**src/rtl/stage_if.sv**
```systemverilog
// Instruction-fetch stage: program counter, direct-mapped one-word-per-line I-cache,
// and a registered req/ready miss fetch that can be dropped by a redirect while in flight.
module stage_if #(
    parameter int ICACHE_LINES = 64
) (
    input  logic        clock,
    input  logic        reset,
    input  logic        stall,
    input  logic        discard,
    input  logic [31:0] jump_target,
    output logic [31:0] pc_o,
    output logic [31:0] inst_o,
    output logic        stall_req,
    output logic        mem_req,
    output logic [31:0] mem_addr,
    input  logic        mem_ready,
    input  logic [31:0] mem_data
);
    // state | meaning
    // IDLE  | look up pc in the cache; a miss issues a fetch
    // WAIT  | fetch of mem_addr outstanding; drop set means its word is not presented
    typedef enum logic {IDLE, WAIT} state_t;

    localparam int IDX  = $clog2(ICACHE_LINES);
    localparam int TAGW = 32 - IDX - 2;

    state_t             r_state;
    state_t             w_state_nxt;
    logic [31:0]        r_pc;
    logic [31:0]        w_pc_nxt;
    logic               r_drop;
    logic               w_drop_nxt;
    logic               r_mem_req;
    logic               w_mem_req_nxt;
    logic [31:0]        r_mem_addr;
    logic [31:0]        w_mem_addr_nxt;

    logic [ICACHE_LINES-1:0] r_valid;
    logic [TAGW-1:0]         r_tag  [ICACHE_LINES];
    logic [31:0]             r_data [ICACHE_LINES];

    logic [IDX-1:0] w_idx;
    logic [IDX-1:0] w_fill_idx;
    logic           w_hit;
    logic           w_fill;
    logic           w_valid;

    assign w_idx      = r_pc[IDX+1:2];
    assign w_fill_idx = r_mem_addr[IDX+1:2];
    assign w_hit      = r_valid[w_idx] && (r_tag[w_idx] == r_pc[31:IDX+2]);
    assign w_fill     = (r_state == WAIT) && mem_ready;
    assign w_valid    = ((r_state == IDLE) && w_hit) || (w_fill && !r_drop);

    always_comb begin
        pc_o      = r_pc;
        stall_req = !w_valid;
        inst_o    = '0;
        if ((r_state == IDLE) && w_hit) begin
            inst_o = r_data[w_idx];
        end else if (w_fill && !r_drop && !discard) begin
            inst_o = mem_data;
        end
    end

    assign mem_req  = r_mem_req;
    assign mem_addr = r_mem_addr;

    always_comb begin
        w_state_nxt    = r_state;
        w_drop_nxt     = r_drop;
        w_mem_req_nxt  = r_mem_req;
        w_mem_addr_nxt = r_mem_addr;
        w_pc_nxt       = r_pc;

        if (discard) begin
            w_pc_nxt = jump_target & ~32'd3;
        end else if (w_valid && !stall) begin
            w_pc_nxt = r_pc + 32'd4;
        end

        case (r_state)
            IDLE: begin
                // A redirect in the same cycle makes this pc dead, so never fetch it.
                if (!w_hit && !discard) begin
                    w_state_nxt    = WAIT;
                    w_mem_req_nxt  = 1'b1;
                    w_mem_addr_nxt = r_pc;
                    w_drop_nxt     = 1'b0;
                end
            end
            WAIT: begin
                if (mem_ready) begin
                    w_state_nxt   = IDLE;
                    w_mem_req_nxt = 1'b0;
                    w_drop_nxt    = 1'b0;
                end else if (discard) begin
                    w_drop_nxt = 1'b1;
                end
            end
            default: w_state_nxt = IDLE;
        endcase
    end

    always_ff @(posedge clock) begin
        if (reset) begin
            r_state    <= IDLE;
            r_pc       <= '0;
            r_drop     <= 1'b0;
            r_mem_req  <= 1'b0;
            r_mem_addr <= '0;
            r_valid    <= '0;
        end else begin
            r_state    <= w_state_nxt;
            r_pc       <= w_pc_nxt;
            r_drop     <= w_drop_nxt;
            r_mem_req  <= w_mem_req_nxt;
            r_mem_addr <= w_mem_addr_nxt;
            if (w_fill) begin
                r_valid[w_fill_idx] <= 1'b1;
            end
        end
    end

    // Fill is keyed on mem_addr so a dropped fetch still lands in the right line.
    always_ff @(posedge clock) begin
        if (w_fill) begin
            r_tag[w_fill_idx]  <= r_mem_addr[31:IDX+2];
            r_data[w_fill_idx] <= mem_data;
        end
    end

endmodule

```
**config.mk**
```make
export PLATFORM = sky130hd
export DESIGN_NAME = stage_if
export DESIGN_NICKNAME = d
export VERILOG_FILES = /design/src/rtl/stage_if.sv
export SDC_FILE = /design/constraint.sdc
export NUM_CORES = 2
export LEC_CHECK = 0
export ABC_AREA = 1
export BUFFER_PORTS_ARGS = -buffer_cell sky130_fd_sc_hd__buf_2
export CAP_MARGIN = 5
export CELL_PAD_IN_SITES_DETAIL_PLACEMENT = 1
export CELL_PAD_IN_SITES_GLOBAL_PLACEMENT = 2
export CORE_MARGIN = 1
export CORE_UTILIZATION = 45
export CTS_BUF_LIST = sky130_fd_sc_hd__clkbuf_4
export CTS_CLUSTER_DIAMETER = 80
export DETAILED_ROUTE_END_ITERATION = 8
export HOLD_SLACK_MARGIN = 0.08
export PLACE_DENSITY = 0.91
export SLEW_MARGIN = 20
export SYNTH_ARGS = -nofsm -noshare
export SYNTH_HDL_FRONTEND = slang
export SYNTH_SLANG_ARGS = --single-unit
```
**constraint.sdc**
```tcl
create_clock -name clock -period 10.7 [get_ports clock]
set_clock_uncertainty 0.15 [all_clocks]
set_input_delay 1.605 -clock clock [delete_from_list [all_inputs] [get_ports clock]]
set_output_delay 1.605 -clock clock [all_outputs]
set_load 0.02 [all_outputs]
```
# Word level (Yosys, flattened, before mapping)
# Memory sizes are Yosys's and may differ from the RTL's. A register that Yosys moved wholly into a read port is not among the register bits.
# Index checks and enable logic that the tools add are counted.
# totals
ff_bits	131
mem_bits_rw	3584
input_bits	69
out_inout_bits	98
word_cells	62
mem_count	2
# memory_table
memory	words	width	read_ports	rd_ports_with_merged_regs	wr	line_no	text
r_data	64	32	1	1	1	40	logic [31:0] r_data [ICACHE_LINES];
r_tag	64	24	1	1	1	39	logic [TAGW-1:0] r_tag [ICACHE_LINES];
# classes
addsub	1
n_lt_le_gt_ge	3
n_eq_ne	4
mux	24
bitwise	2
reduce_logical	19
# op_table
cell	count
32-bit two-way mux	4
64-bit OR	1
32-bit by 3-bit adder with 32-bit output (second input constant)	1
24-bit == test	1
6-bit two-way mux	4
6-bit by 7-bit < comparator with 1-bit output (second input constant)	2
1-bit two-way mux	11
1-bit logical AND	8
1-bit binary-select mux with 6-bit select	1
1-bit demux with 6-bit select	1
6-bit by 1-bit greater-or-equal comparator with 1-bit output (second input constant)	1
1-bit case mux with 2 select lines	3
2-bit AND reduction	3
1-bit logical NOT	5
3-bit != test (second input constant)	1
2-bit by 1-bit != test with 1-bit output (second input constant)	1
2-bit != test (second input constant)	1
2-bit nonzero test	1
2-bit OR reduction	1
1-bit logical OR	1
1-bit NOT	1

# Logic depth before layout (Yosys ltp)
# logic_depth
word_depth	10
depth_mapped	25
mapped_depth_nobuf	23

# Worst setup path before layout
# OpenSTA, ideal clock, no wires.
# synth_timing
path_kind	input to register
start	input port mem_ready
end	memory r_data[54][0], enable pin
setup_time_ns	0.471
arrival_ns	4.402
t_required_ns	10.079
path_slack_ns	5.676
stages	6
path_buffers	0
cell_sequence	nand2_1 -> nor2_1 -> inv_1 -> nor2_1 -> inv_1 -> nor2_1
# synth_via
elab_chain_cells	3
# synth_lines
element	line_no	text
start, declared	16	input logic mem_ready,
1-bit logical AND	51	assign w_fill = (r_state == WAIT) && mem_ready;
1-bit two-way mux	126	if (w_fill) begin
1-bit two-way mux (not written as such)	128	r_data[w_fill_idx] <= mem_data;
end, declared	40	
# Every way passes these cells.

==> metrics <==
Global Route Usage Sum=31.41%; Post-Place Cell Area=0.1529 mm²; Worst VDD drop=113.4 µV; Site Rows=209; die height=574.9 µm; routed via count=109.5k; Fin Setup TNS=0 ps; # Max-Cap Violations=0; Final setup viols=0; Hold Buf Count CTS=0; final net count=12.49k; Num CTS Buffers=878; Post-Route WL=534200 µm; critical setup path kind=register to output pin; Starting Density=45.40%; DR vias/cell=6.277; DRC=0; fmax=0.1008 GHz; post-DP HPWL=272500 µm; DR pass1 iterations=8; Resize count post-CTS=0; CP Launch Type=register; Yosys cell types=38; Worst Tran Pin Value=1252 ps; Leakage=55.58 nW; design area=0.1643 mm²; global-route wire length before repair=757200 µm; Tmin final=9924 ps; outcome=finished clean; worst hold stages=2; most frequent cells in the layout=edfxtp_1 (3584), nand2_1 (1892), nor2_1 (1655); Buffers on Ports=160; Skew-Pair Late Insertion Delay=1550 ps; P&R area growth vs syn=11.26%; Post-Synthesis Cells=11.97k; Hold Vio Cnt, Final=0; CTS Root Cell=clkbuf_4; RSZ-0062 raised after global routing=false; Pwr per Cell Area=186.0 mW/mm²; core box area=0.3253 mm²; synthesized cell area=0.1477 mm²; RD Place Congestion=0.8314; CP Capture Type=output pin; Post-CTS Setup Bufs=0; HP Class=register to register; Seq cells post-synth=3717; DRT iter0 DRCs=15.05k; layout cells sized above 1=14.47%; Slew headroom=16.53%; Final ANT Viol Nets=0; TritonCTS clock tree=done; EDFF count, synth=3584; clock net sink count=3717; R2R depth=18; vias in the first global route=113.0k; Seq/Total Area, Yosys=74.67%; die area=0.3305 mm²; Slew Viols, Final=0; Final period util=92.74%; ys async rst share=0%; Synth warnings=0; critical-path maximum fanout=71; antenna violations before repair=26; most common cell after layout, fill and taps aside=edfxtp_1; GR Overflow Total=0; CP required=8950 ps; H-tree depth=6; Arrival @ worst endpoint=8170 ps; DIE WIDTH=574.9 µm; Synth Area per Inst=12.34 µm²; largest net degree at the start of global routing=221; routed len/inst=30.61 µm; Reg clk slew, reported paths=60 ps; CTS Buffer Depth=4; top_reg_cell synth=edfxtp_1; Ports=167; Fillers=33.82k
## worst max-delay path, cell delays in order, from the launching register on
cell and delay (ps):
dfxtp_4 750, buf_4 840, buf_4 750, nand3_1 200, nand3_1 130, nand3_1 110
nand2_1 120, nand2_1 60, nand3_1 360, nand2_1 100, nand2_1 80, nand2_1 70
nor2_1 120, nand3_1 110, nor2_1 340, nand3_1 580, inv_2 920, nand2_1 110
nand2_1 400, buf_2 330
## logic make-up (layout without fill, tap and decap cells)
group | Yosys count | after routing | share of synthesized area, %
AOI/OAI and AO/OA | 2098 | 2098 | 7.787
xor gates and xnor gates | 24 | 24 | 0.1423
adders and majority gates | 1 | 1 | 0.008470
buffers and inverters | 924 | 2064 | 2.788
DFF | 3717 | 3717 | 74.67
other | 1 | 22 | 0.002539
and+or+nand+nor | 5202 | 5202 | 14.60
## worst paths after layout
kind              startpoint      endpoint  slack, ps
hold reg to reg      mem_req       mem_req        320
hold / removal       mem_req       mem_req        320
setup / recovery    register    inst_o[31]        780
setup reg to reg    register  mem_addr[23]       3680
## per-layer routing
| layer | track usage, % | wire [µm] | up-vias |
|---|---|---|---|
| met4 | 19.33 | 34280 | 28 |
| met2 | 51.06 | 252000 | 7332 |
| met5 | 0 | 196 | - |
| met1 | 38.80 | 191000 | 55480 |
| li1 | - | - | 44970 |
| met3 | 6.261 | 56770 | 1737 |
## sequential cells by signal, indices dropped and copies added, names as in the netlist, named ones only
register  flops
r_valid      64
r_tag      1536
r_drop        1
pc_o         30
mem_req       1
r_data     2048
mem_addr     30
r_state       1
## Yosys cell counts (all sizes together) (24+ instances only)
library cell  instances  area (µm²)
o22ai               634        3966
xor2                 24       210.2
a21oi                53       280.3
clkbuf              452        1697
nand2              1895        7121
nand3              1555        7782
nor2               1722        6469
dfxtp               133        2663
inv                  79       296.5
o21ai              1352        6766
buf                 391        2117
edfxtp             3584      107600
o32ai                36       315.3
## layout make-up
type                       instances  area [µm²]  area share, %
antenna                           18       45.04        0.02741
clock buffer                    1295        9722          5.916
clock inverter                   275        1613         0.9815
inverter                          81       342.8         0.2086
multi-input combinational       7329       33800          20.57
sequential                      3717      110300          67.15
tap                             4325        5411          3.293
timing repair buffer             413        3045          1.853
## through the flow
stage          power, mW  hold slack [ps]  util [%]  cells  setup WS (ps)
2_1_floorplan      17.96            282.5         -  11970           5676
4_1_cts            30.60            251.7     50.48  17440           1144
5_1_grt            31.42            311.2     50.50  17440          932.7
6_report           30.56            315.7     50.51  17450          776.3
3_3_place_gp       18.91            292.5     46.99  15860           2706
3_5_place_dp       19.06            308.2     47.00  15870           2721
## report_power, final
| part | switching (mW) | internal, mW |
|---|---|---|
| Clock | 5.80 | 5.94 |
| Sequential | 0.0774 | 16.0 |
| Combinational | 2.11 | 0.670 |
(Power assumes the default switching activity.)
